[src/rtl/qos_pkg.sv]
// Shared types and field helpers for the QoS traffic generator.
// Header fields sit in the MSBs: VC first, then destination.
package qos_pkg;

    typedef enum logic [1:0] {
        S_IDLE = 2'd0,
        S_GEN  = 2'd1,
        S_DONE = 2'd2
    } state_e;

    localparam logic [1:0] MODE_CNT  = 2'd0;
    localparam logic [1:0] MODE_LFSR = 2'd1;
    localparam logic [1:0] MODE_RR   = 2'd2;
    localparam logic [1:0] MODE_RSV  = 2'd3;

    function automatic int unsigned vc_of(
        logic [31:0] w,
        int          bw,
        int          vcb
    );
        return (w >> (bw - vcb)) & ((32'd1 << vcb) - 32'd1);
    endfunction

    function automatic int unsigned dest_of(
        logic [31:0] w,
        int          bw,
        int          vcb,
        int          db
    );
        return (w >> (bw - vcb - db)) & ((32'd1 << db) - 32'd1);
    endfunction

    // Galois masks (right-shifting form) for maximal-length sequences
    function automatic logic [15:0] lfsr_taps(int w);
        case (w)
            2:       return 16'h0003;
            3:       return 16'h0006;
            4:       return 16'h000C;
            5:       return 16'h0014;
            6:       return 16'h0030;
            7:       return 16'h0060;
            8:       return 16'h00B8;
            9:       return 16'h0110;
            10:      return 16'h0240;
            11:      return 16'h0500;
            12:      return 16'h0829;
            13:      return 16'h100D;
            14:      return 16'h2015;
            15:      return 16'h6000;
            16:      return 16'hD008;
            default: return 16'h0000;
        endcase
    endfunction

endpackage

[src/rtl/generador_trafico_if.sv]
// Push-side bus toward the Main FIFO.
// The generator drives wr/data_out; the FIFO returns full.
interface generador_trafico_if #(
    parameter int BW = 6
);
    logic          wr;
    logic [BW-1:0] data_out;
    logic          full;

    modport master (
        output wr,
        output data_out,
        input  full
    );

    modport slave (
        input  wr,
        input  data_out,
        output full
    );
endinterface

[src/rtl/generador_trafico_lfsr.sv]
// Galois LFSR payload source, widths 2..16.
// nxt is the value the register takes on the next step.
module lfsr_payload
    import qos_pkg::*;
#(
    parameter int W    = 4,
    parameter int SEED = 1
) (
    input  logic         clk,
    input  logic         reset_L,
    input  logic         load,
    input  logic         step,
    output logic [W-1:0] nxt
);

    localparam logic [15:0] TAPS = lfsr_taps(W);

    logic [W-1:0] q_q;

    assign nxt = q_q[0] ? ((q_q >> 1) ^ TAPS[W-1:0])
                        : (q_q >> 1);

    always_ff @(posedge clk or negedge reset_L) begin
        if (!reset_L) begin
            q_q <= W'(SEED);
        end else if (load) begin
            q_q <= W'(SEED);
        end else if (step) begin
            q_q <= nxt;
        end
    end

endmodule

[src/rtl/generador_trafico.sv]
// Burst traffic generator into the Main FIFO plus a
// per-destination drain checker for the destination FIFOs.
module generador_trafico
    import qos_pkg::*;
#(
    parameter int BW      = 6,
    parameter int VC_BITS = 1,
    parameter int D_BITS  = 1,
    parameter int ND      = 2,
    parameter int CW      = 16,
    parameter int SEED    = 1
) (
    input  logic                 clk,
    input  logic                 reset_L,
    input  logic                 start,
    input  logic [1:0]           mode,
    input  logic [7:0]           burst_len,
    input  logic [VC_BITS-1:0]   vc_sel,
    input  logic [D_BITS-1:0]    dest_sel,
    generador_trafico_if.master  mf,
    output logic                 busy,
    output logic                 done,
    input  logic                 drain_en,
    input  logic [ND-1:0]        d_empty,
    output logic [ND-1:0]        d_rd,
    input  logic [ND*BW-1:0]     d_data,
    output logic [ND*CW-1:0]     rx_count,
    output logic                 err_dest
);

    localparam int PW = BW - VC_BITS - D_BITS;
    localparam int HW = VC_BITS + D_BITS;

    state_e        state_q;
    logic          start_q;
    logic          busy_q;
    logic          done_q;
    logic [7:0]    len_q;
    logic [7:0]    sent_q;
    logic [7:0]    sent_d;
    logic [1:0]    mode_q;
    logic [HW-1:0] hdr_q;
    logic [HW-1:0] hdr_d;
    logic [HW-1:0] hdr0_d;
    logic [PW-1:0] cnt_q;
    logic [PW-1:0] cnt_d;
    logic [PW-1:0] pay_d;
    logic [PW-1:0] pay0_d;
    logic [PW-1:0] lfsr_nxt;
    logic [BW-1:0] dout_q;
    logic          launch;
    logic          acc;

    // Next round-robin header, skipping destinations with no FIFO
    function automatic logic [HW-1:0] rr_next(logic [HW-1:0] h);
        logic [HW-1:0] n;
        n = h + 1'b1;
        for (int k = 0; k < (1 << D_BITS); k++) begin
            if (int'(n[D_BITS-1:0]) >= ND) n = n + 1'b1;
        end
        return n;
    endfunction

    assign launch      = (state_q == S_IDLE) & start & ~start_q;
    assign acc         = busy_q & ~mf.full;
    assign mf.wr       = acc;
    assign mf.data_out = dout_q;
    assign busy        = busy_q;
    assign done        = done_q;

    always_comb begin
        sent_d = sent_q + 8'd1;
        cnt_d  = (cnt_q == {PW{1'b1}}) ? PW'(1) : cnt_q + 1'b1;
        hdr_d  = hdr_q;
        if (mode_q == MODE_RR) hdr_d = rr_next(hdr_q);
        pay_d  = (mode_q == MODE_LFSR) ? lfsr_nxt : cnt_d;
        hdr0_d = (mode == MODE_RR) ? '0 : {vc_sel, dest_sel};
        pay0_d = (mode == MODE_LFSR) ? PW'(SEED) : PW'(1);
    end

    lfsr_payload #(
        .W    (PW),
        .SEED (SEED)
    ) u_lfsr (
        .clk     (clk),
        .reset_L (reset_L),
        .load    (launch),
        .step    (acc & (mode_q == MODE_LFSR)),
        .nxt     (lfsr_nxt)
    );

    always_ff @(posedge clk or negedge reset_L) begin
        if (!reset_L) begin
            state_q <= S_IDLE;
            start_q <= 1'b0;
            busy_q  <= 1'b0;
            done_q  <= 1'b0;
            len_q   <= '0;
            sent_q  <= '0;
            mode_q  <= MODE_CNT;
            hdr_q   <= '0;
            cnt_q   <= PW'(1);
            dout_q  <= '0;
        end else begin
            start_q <= start;
            unique case (state_q)
                S_IDLE: begin
                    if (launch) begin
                        len_q  <= burst_len;
                        sent_q <= '0;
                        mode_q <= mode;
                        hdr_q  <= hdr0_d;
                        cnt_q  <= PW'(1);
                        dout_q <= {hdr0_d, pay0_d};
                        if (burst_len == 8'd0) begin
                            state_q <= S_DONE;
                            done_q  <= 1'b1;
                        end else begin
                            state_q <= S_GEN;
                            busy_q  <= 1'b1;
                        end
                    end
                end
                S_GEN: begin
                    if (acc) begin
                        sent_q <= sent_d;
                        cnt_q  <= cnt_d;
                        hdr_q  <= hdr_d;
                        dout_q <= {hdr_d, pay_d};
                        if (sent_d == len_q) begin
                            state_q <= S_DONE;
                            busy_q  <= 1'b0;
                            done_q  <= 1'b1;
                        end
                    end
                end
                S_DONE: begin
                    if (!start) begin
                        state_q <= S_IDLE;
                        done_q  <= 1'b0;
                    end
                end
                default: begin
                    state_q <= S_IDLE;
                    busy_q  <= 1'b0;
                    done_q  <= 1'b0;
                end
            endcase
        end
    end

    logic [ND-1:0] rd_q;
    logic [ND-1:0] hit;
    logic          err_q;

    assign d_rd     = {ND{drain_en & reset_L}} & ~d_empty;
    assign err_dest = err_q;

    // Read data lands one cycle after the pop, hence rd_q
    for (genvar i = 0; i < ND; i++) begin : g_rx
        logic [CW-1:0] rx_q;

        assign hit[i] = rd_q[i] &
            (dest_of(32'(d_data[i*BW +: BW]), BW, VC_BITS, D_BITS)
             != 32'(i));
        assign rx_count[i*CW +: CW] = rx_q;

        always_ff @(posedge clk or negedge reset_L) begin
            if (!reset_L) begin
                rx_q <= '0;
            end else if (rd_q[i] && (rx_q != {CW{1'b1}})) begin
                rx_q <= rx_q + 1'b1;
            end
        end
    end

    always_ff @(posedge clk or negedge reset_L) begin
        if (!reset_L) begin
            rd_q  <= '0;
            err_q <= 1'b0;
        end else begin
            rd_q <= d_rd;
            if (|hit) err_q <= 1'b1;
        end
    end

endmodule

[src/flat_wrapper.sv]
// flat-port wrapper written by rule: the top's interface ports become plain ports
module generador_trafico_flat import qos_pkg::*;
#(
    parameter int BW      = 6,
    parameter int VC_BITS = 1,
    parameter int D_BITS  = 1,
    parameter int ND      = 2,
    parameter int CW      = 16,
    parameter int SEED    = 1
)
  (clk, reset_L, start, mode, burst_len, vc_sel, dest_sel, busy, done, drain_en, d_empty, d_rd, d_data, rx_count, err_dest, mf_wr, mf_data_out, mf_full);
  generador_trafico_if #(.BW(BW)) mf_i ();
  input  logic clk;
  input  logic reset_L;
  input  logic start;
  input  logic [1:0] mode;
  input  logic [7:0] burst_len;
  input  logic [VC_BITS-1:0] vc_sel;
  input  logic [D_BITS-1:0] dest_sel;
  output logic busy;
  output logic done;
  input  logic drain_en;
  input  logic [ND-1:0] d_empty;
  output logic [ND-1:0] d_rd;
  input  logic [ND*BW-1:0] d_data;
  output logic [ND*CW-1:0] rx_count;
  output logic err_dest;
  output wire logic [$bits(mf_i.wr)-1:0] mf_wr;
  output wire logic [$bits(mf_i.data_out)-1:0] mf_data_out;
  input wire logic [$bits(mf_i.full)-1:0] mf_full;
  assign mf_wr = mf_i.wr;
  assign mf_data_out = mf_i.data_out;
  assign mf_i.full = mf_full;
  generador_trafico #(.BW(BW), .VC_BITS(VC_BITS), .D_BITS(D_BITS), .ND(ND), .CW(CW), .SEED(SEED)) u_core (.clk(clk), .reset_L(reset_L), .start(start), .mode(mode), .burst_len(burst_len), .vc_sel(vc_sel), .dest_sel(dest_sel), .mf(mf_i), .busy(busy), .done(done), .drain_en(drain_en), .d_empty(d_empty), .d_rd(d_rd), .d_data(d_data), .rx_count(rx_count), .err_dest(err_dest));
endmodule
[config.mk]
export PLATFORM = sky130hd
export DESIGN_NAME = generador_trafico_flat
export DESIGN_NICKNAME = d
export VERILOG_FILES = /design/src/rtl/qos_pkg.sv /design/src/rtl/generador_trafico_if.sv /design/src/rtl/generador_trafico_lfsr.sv /design/src/rtl/generador_trafico.sv /design/src/flat_wrapper.sv
export SDC_FILE = /design/constraint.sdc
export NUM_CORES = 1
export LEC_CHECK = 0
export BUFFER_PORTS_ARGS = -buffer_cell sky130_fd_sc_hd__buf_2
export CORE_MARGIN = 8
export CORE_UTILIZATION = 30
export DETAILED_ROUTE_END_ITERATION = 6
export HOLD_SLACK_MARGIN = 0.1
export PLACE_DENSITY = 0.58
export SLEW_MARGIN = 20
export SYNTH_ARGS = -nofsm -noshare
export SYNTH_HDL_FRONTEND = slang
export SYNTH_SLANG_ARGS = --single-unit
[constraint.sdc]
create_clock -name clk -period 2.8 [get_ports clk]
set_clock_uncertainty 0.15 [all_clocks]
set_input_delay 0.56 -clock clk [delete_from_list [all_inputs] [get_ports clk]]
set_output_delay 0.56 -clock clk [all_outputs]
set_load 0.005 [all_outputs]
After elaboration in Yosys (flattened, before gate mapping):

Index checks and enable logic that the tools add are counted.
Widths: inputs -> output; s select.

* add/subtract/negate cells: 5
* multiplexer cells: 36
* reductions and logical operators: 12
* equal/unequal tests: 15
* bitwise operators: 14

Operator list (count)
* $add 16x1->16 const B: 2
* $ne 16x16->1 const B: 2
* $mux 4: 7
* $mux 2: 9
* $mux 8: 2
* $pmux 8 s2: 1
* $mux 6: 2
* $pmux 6 s2: 1
* $reduce_and 5->1: 2
* $mux 1: 9
* $add 8x1->8 const B: 1
* $eq 8x8->1: 1
* $logic_not 8->1: 1
* $pmux 4 s2: 1
* $and 1x1->1: 7
* $eq 2x2->1 const B: 3
* $ne 2x1->1 const B: 3
* $ne 2x2->1 const B: 3
* $pmux 1 s3: 2
* $pmux 2 s3: 1
* $add 4x1->4 const B: 1
* $eq 2x1->1 const B: 2
* $eq 4x4->1 const B: 1
* $not 1->1: 4
* 12 further kinds: 14

* output and inout port bits: 44
* bits of input ports: 31
* register bits: 74
* word-level logic and storage cells: 97

Depth between registers and ports, before layout:

Gate-level depths: netlist of the first run.

* depth in word-level cells: 5
* gate-level depth with buffers: 7
* mapped depth without buffers: 6

Cells and area by module:

A second synthesis of the first run with hierarchy kept.

* cells, all modules: 353
* area, all modules: 3601.0 µm²

By module, submodules not included
* generador_trafico: seq. area each 1702.9 µm², cells each 335, instances 1, area an instance 3398.3 µm²
* lfsr_payload: seq. area each 101.3 µm², cells each 18, instances 1, area an instance 202.7 µm²

Least setup slack after synthesis of the first run:

No wires, ideal clock.

* path type: register -> register
* start: register u_core.sent_q[0]
* end: register u_core.state_q[0]
* setup time: 0.096 ns
* arrival: 1.685 ns
* buffers on the path: 0
* data required time: 2.554 ns
* setup slack: 0.870 ns
* cell stages (with the launch flop): 7
* clock period less this slack: 1.930 ns
* cells stage by stage: dfrtp_1 -> ha_1 -> nand3_2 -> or3_1 -> and2_4 -> and4_4 -> a311oi_2

* word-level cells in the longest chain between the ends: 4

Ends and longest elaborated chain
* start, declared: line generador_trafico.sv:39 `logic [7:0] sent_q;`
* start signal, assigned: line generador_trafico.sv:126 `sent_q <= sent_d;`
* $add 8x1->8: line generador_trafico.sv:72 `sent_d = sent_q + 8'd1;`
* $eq 8x8->1: line generador_trafico.sv:130 `if (sent_d == len_q) begin`
* $ne 2x1->1 (no line)
* $reduce_and 4->1 (no line)
* end signal, assigned: line generador_trafico.sv:131 `state_q <= S_DONE;`
* end signal, assigned: line generador_trafico.sv:139 `state_q <= S_IDLE;`
* end signal, assigned: line generador_trafico.sv:144 `state_q <= S_IDLE;`
* end, declared: line generador_trafico.sv:34 `state_e state_q;`

No other way between the ends.
A chain may end at the register's enable or synchronous reset.

==> results_dict.tcl, run 1 <==
set metrics [dict create \
    crit_chain "and4bb_2 > nor2_1 > nor2_1 > o21ai_0 > a22o_1" \
    num_rows 39 \
    p_seq_share_pct 45.9 \
    combPwrFrac_pct 18.5 \
    core-area_um2 11500 \
    cts_buffers 9 \
    synthFlopType "dfrtp_1" \
    grt_pass1_wl_um 13900 \
    synth-edff-count 0 \
    postCtsHoldBufs 0 \
    chipHeight_um 125 \
    rsz0062_at_grt "false" \
    drt_iter0_drc 159 \
    syn_to_final_growth_pct 21.6 \
    peakVddDrop_mv 0.365 \
    cp_slowest_cell "dfrtp_1" \
    routedWlPerCell_um 14.5 \
    p_per_area_nw_per_um2 694 \
    place.detailed.hpwl_um 6220 \
    crit_arrival_ns 2.16 \
    drt_wl_total_um 8380 \
    first_global_vias 2739 \
    die_x_um 125 \
    nets 467 \
    end_kind "flop" \
    fin_crit_sh_pct 74.6 \
    timing.hold.ws_ns 0.133 \
    slew_viol_final 0 \
    ant_nets 0 \
    swShare_pct 29.4 \
    async_flop_share_pct 100 \
    internal_power_mw 2.12 \
    vias_per_cell 5.00 \
    critical_path_peak_fanout 13 \
    hp-class "in2async" \
    drive_gt1_share_pct 22.9 \
    syn_area_um2 3560 \
    cts_setup_buffers 0 \
    antenna_found_initial 0 \
    path_class "reg2reg" \
    io_pins 75 \
    clk_path_buf_depth 2 \
    cts_tree "done" \
    cp_common_cell "nor2_1" \
    synth_common_cells "dfrtp_1 (70), nand2_1 (63), nor2_1 (28), xnor2_1 (28), o21ai_0 (25)" \
    setup_tns_ns 0 \
    drtPass1Iterations 4 \
    clkLatencyLatePin_ns 0.33 \
    ys_seq_elements 72 \
    antenna_cells 0 \
    syn_inst 362 \
    synth_nets 397 \
    cts.repair.resized 0 \
    leakage_nw 2.01 \
    power_switching_uw 882 \
    clkTransAtPathRegs_ns 0.06 \
    max_cap_violations 0 \
    clock.fmax_mhz 479 \
    initial_utilization_pct 30.9 \
    yosysTopAreaCellShare_pct 49.2 \
    critical_path_required_ns 2.87 \
    track_usage_pct 11.0 \
    place_congestion 0.756 \
    slew_headroom_pct 49.5 \
    fin_crit_ns 2.09 \
    synth_area_per_cell_um2 9.84 \
    ys_warn_count 0 \
    cts_sinks 72 \
    power.clock.fraction_pct 35.6 \
    num_vias 2900 \
    synth_area_leader_cell "dfrtp_1" \
    design.die.area_um2 15600 \
    hold_violations 0 \
    h-tree-depth 3 \
    drc_errors 0 \
    cp_slowest_stage_delay_ns 0.59 \
    outcome "completed" \
    seq_area_frac_synth_pct 50.7 \
    crit_path_start_kind "flop" \
    synthTopCellsByArea "dfrtp_1 (49%), xnor2_1 (6.9%), nand2_1 (6.6%)" \
    grt-ovfl-total 0 \
    synth.most_common_cell "dfrtp_1" \
    io_buffers 64 \
    final_core_util_pct 37.6 \
    yosysUniqueCellTypes 51 \
    grt_max_degree 44 \
    worstMarginPinSlew_ns 0.752 \
    setup_viol 0 \
    root_buffer "clkbuf_16" \
]
==> per-layer routing <==
| layer | vias up | GRT usage, % | wire, µm |
|---|---|---|---|
| met5 | - | 0 | 0 |
| met4 | 0 | 6.66 | 195 |
| met3 | 14 | 2.80 | 414 |
| met2 | 57 | 16.9 | 3850 |
| met1 | 1413 | 13.8 | 3920 |
| li1 | 1416 | - | - |
==> sequential cells by signal (all words and copies together) (netlist names), named ones only <==
name	count
u_core.g_rx.rx_q	32
u_core.len_q	8
u_core.sent_q	8
u_core.mf.data_out	5
u_core.cnt_q	4
u_core.u_lfsr.q_q	4
u_core.mode_q	2
u_core.rd_q	2
u_core.state_q	2
u_core.busy	1
u_core.done	1
u_core.err_dest	1
u_core.start_q	1
==> cell families (layout without fill, tap and decap cells) <==
family | after synthesis | count (layout) | share of synthesized area (%)
AO/OA/AOI/OAI | 65 | 65 | 11.9
XOR/XNOR | 36 | 36 | 8.85
adder cells (fa/ha/maj) | 4 | 4 | 1.41
buffers and inverters | 15 | 90 | 1.90
flip-flops | 72 | 72 | 50.7
multiplexers | 7 | 7 | 2.04
AND/OR/NAND/NOR | 163 | 163 | 23.2
==> worst paths after layout <==
path                                    from                endpoint  slack, ns  cells after the start
max reg2reg                u_core.state_q[0]                    flop       0.71                      5
min reg2reg                  u_core.err_dest         u_core.err_dest       0.32                      2
min                                  reset_L  u_core.g_rx[1].rx_q[7]       0.13                      2
min in group clk                       start          u_core.start_q       0.21                      1
max in group asynchronous            reset_L  u_core.g_rx[0].rx_q[2]       1.90                      2
max                        u_core.state_q[0]                    flop       0.71                      5
==> cell type report <==
cell class | count | area, µm²
Clock inverter | 3 | 17.5
Sequential cell | 72 | 1800
Tap cell | 143 | 179
Inverter | 5 | 18.8
Timing Repair Buffer | 69 | 360
Multi-Input combinational cell | 275 | 1690
Clock buffer | 13 | 260
Fill cell | 1169 | 7190
==> worst max-delay path, delay by kind of cell (launching register included) <==
family,cells,cell delay (ns)
flops,1,0.59
simple gates,3,0.89
compound gates,2,0.34
==> metrics by stage <==
stage                     instances  setup WS, ns  total power [mW]  cell area, µm²
after global placement          564         0.634              1.94            4050
after floorplan                 362         0.870              1.72            3560
final                           580         0.710              3.00            4330
after detailed placement        564         0.622              1.97            4050
after CTS                       580         0.711              3.06            4330
after global routing            580         0.556              3.19            4330
==> cells in the final DEF, fill, tap and decap left out, types with 3 or more instances in the layout <==
cell type,instances
a31oi_1,3
clkbuf_16,9
buf_4,6
mux2i_1,5
nand4_1,12
xnor2_1,28
a21oi_1,16
nand2_1,63
a22o_1,4
nor2b_1,5
and3_1,5
nand3_1,15
o21ai_0,25
nor2_1,28
ha_1,4
buf_2,63
xor2_1,8
nand2b_1,5
and2_1,3
dfrtp_1,70
inv_1,5
nor3_1,8
and4_1,5
==> power groups by stage <==
stage / logic (mW) / clock network, mW / registers (mW)
floorplan: 0.355 / 0 / 1.37
global placement: 0.556 / 0 / 1.39
detailed placement: 0.569 / 0 / 1.40
CTS: 0.572 / 1.11 / 1.38
global route: 0.635 / 1.15 / 1.41
finish: 0.554 / 1.07 / 1.38
(Power assumes the default switching activity.)
==> run 2, diff against run 1 <==
==> constraint.sdc (replaced) <==
create_clock -name clk -period 2 [get_ports clk]
set_clock_uncertainty 0.15 [all_clocks]
set_input_delay 0.4 -clock clk [delete_from_list [all_inputs] [get_ports clk]]
set_output_delay 0.4 -clock clk [all_outputs]
set_load 0.005 [all_outputs]
==> results_dict.tcl, run 2 (synthesis results as in run 1) <==
set metrics [dict create \
    r2r_start "u_core.sent_q[1]" \
    placed_area_um2 4160 \
    h-tree-depth 3 \
    nets 485 \
    rsz0062_at_grt "false" \
    outcome "completed" \
    clock.fmax_mhz 522 \
    hp-class "in2reg" \
    cp_slowest_cell "dfrtp_1" \
    grt-ovfl-total 0 \
    first_global_vias 2951 \
    cp_slowest_stage_delay_ns 0.38 \
    crit_path_start_kind "flop" \
    cts_sinks 72 \
    end_kind "flop" \
    io_pins 75 \
    path_class "reg2reg" \
    cp.depth 6 \
    num_rows 39 \
    initial_utilization_pct 30.9 \
    reg.largest.list "u_core.g_rx.rx_q x32, u_core.len_q x8, u_core.sent_q x8" \
    clkLatencyLatePin_ns 0.34 \
    fin_crit_sh_pct 95.7 \
    power.clock.fraction_pct 39.7 \
    p_per_area_nw_per_um2 1010 \
    fin_crit_ns 1.91 \
    setup_viol 0 \
    peakVddDrop_mv 0.557 \
    cts_tree "done" \
    critical_path_required_ns 2.10 \
    worstMarginPinSlew_ns 0.434 \
    mostFrequentLayoutCell "dfrtp_1" \
    slew_headroom_pct 70.8 \
    largest_register_ffs 32 \
    io_buffers 64 \
    r2r-end "u_core.state_q[0]" \
    swShare_pct 27.7 \
    slew_viol_final 0 \
    hold_violations 0 \
    drtPass1Iterations 4 \
    place_congestion 0.798 \
    combPwrFrac_pct 18.7 \
    syn_to_final_growth_pct 28.0 \
    leakage_nw 2.13 \
    vias_per_cell 4.91 \
    crit_arrival_ns 2.01 \
    routedWlPerCell_um 14.5 \
    design.die.area_um2 15600 \
    cp-startpoint "u_core.sent_q[1]" \
    antenna_found_initial 0 \
    multi_input_area_um2 1700 \
    clk_path_buf_depth 2 \
    drt_iter0_drc 174 \
    die_x_um 125 \
    power_switching_mw 1.27 \
    drive_gt1_share_pct 26.2 \
    drc_errors 0 \
    critical_path_peak_fanout 5 \
    seqCellArea_um2 1800 \
    setup_tns_ns 0 \
    drt_wl_total_um 8670 \
    chipHeight_um 125 \
    cts_buffers 9 \
    fillers 1158 \
    worst-r2r-setup-slack_ns 0.09 \
    root_buffer "clkbuf_16" \
    core-area_um2 11500 \
    layout_common_cells "dfrtp_1 (70), buf_2 (63), nand2_1 (61)" \
    top_register "u_core.g_rx.rx_q" \
    clkTransAtPathRegs_ns 0.06 \
    antenna_cells 0 \
    fin_area_um2 4560 \
    max_cap_violations 0 \
    grt_max_degree 73 \
    cp-endpoint "u_core.state_q[0]" \
    hold-path-cell-count 3 \
    internal_power_mw 3.32 \
    reg2regPathDepth 6 \
    critPathBufInv 0 \
    ant_nets 0 \
    track_usage_pct 11.6 \
    grt_pass1_wl_um 14700 \
    crit_chain "ha_2 > nand3_2 > or3_1 > and2_4 > and4_4 > a311oi_2" \
    cts_setup_buffers 0 \
    p_seq_share_pct 41.6 \
    num_vias 2935 \
    path_delay_family "simple AND/OR/NAND/NOR gates" \
    place.detailed.hpwl_um 6250 \
]
[run 2: changes by cell type in the layout (fill, tap and decap cells not counted), sizes merged]
| cell | change |
|---|---|
| buf | +13 |
| dlygate4sd3 | +5 |
| clkbuf | -4 |
| bufinv | +3 |
| clkinv | +2 |
| clkinvlp | -1 |
[run 2: what timing repair did]
item                                    CTS  global route
hold buffers                              5             0
endpoints found under the hold margin    74             0
endpoints found under the setup margin    0            12
resized for setup                         0             4
[run 2: final cells by class]
| class | instances | share of cell area [%] |
|---|---|---|
| well taps | 143 | 3.93 |
| repair buffers | 87 | 11.4 |
| inverters | 5 | 0.412 |
| clock inverters | 7 | 2.42 |
| flip-flops and latches | 72 | 39.6 |
| clock buffers | 9 | 4.94 |
| multi-input cells | 275 | 37.3 |
[run 2: worst reg2reg max path: stages, from the launching register on]
cell and delay (ns):
dfrtp_1 0.38, ha_2 0.24, nand3_2 0.09, or3_1 0.37, and2_4 0.17, and4_4 0.19, a311oi_2 0.24
[run 2: worst min-delay path by stage]
stage                    startpoint               to  slack (ns)
floorplan                   reset_L        async pin       -0.05
global placement    u_core.err_dest  u_core.err_dest        0.30
detailed placement  u_core.err_dest  u_core.err_dest        0.32
CTS                    burst_len[1]  u_core.len_q[1]        0.11
global route           burst_len[7]  u_core.len_q[7]        0.12
finish                 burst_len[4]  u_core.len_q[4]        0.13
[run 2: metal layers]
layer / part of all wire (%) / up-vias / GRT usage (%)
met4: 2.4 / 0 / 7.31
met2: 44 / 46 / 17.6
li1: - / 1464 / -
met1: 48 / 1412 / 14.3
met5: 0 / - / 0
met3: 4.7 / 13 / 3.19
[run 2: through the flow]
step	power [mW]	util (%)	instances	hold WS (ns)	setup WS [ns]
global route	4.86	39.6	598	0.122	0.00438
floorplan	2.41	-	362	-0.0456	0.0699
global placement	2.76	36.1	577	0.301	0.0855
finish	4.59	39.6	598	0.125	0.0860
detailed placement	2.80	36.1	577	0.318	0.0741
CTS	4.66	39.5	598	0.110	0.0468
[run 2: power by group through the flow]
| stage | Sequential (mW) | Clock (mW) | Combinational [mW] |
|---|---|---|---|
| 4_1_cts | 1.91 | 1.88 | 0.878 |
| 2_1_floorplan | 1.92 | 0 | 0.497 |
| 6_report | 1.91 | 1.82 | 0.859 |
| 5_1_grt | 1.94 | 1.95 | 0.974 |
| 3_3_place_gp | 1.92 | 0 | 0.843 |
| 3_5_place_dp | 1.93 | 0 | 0.865 |
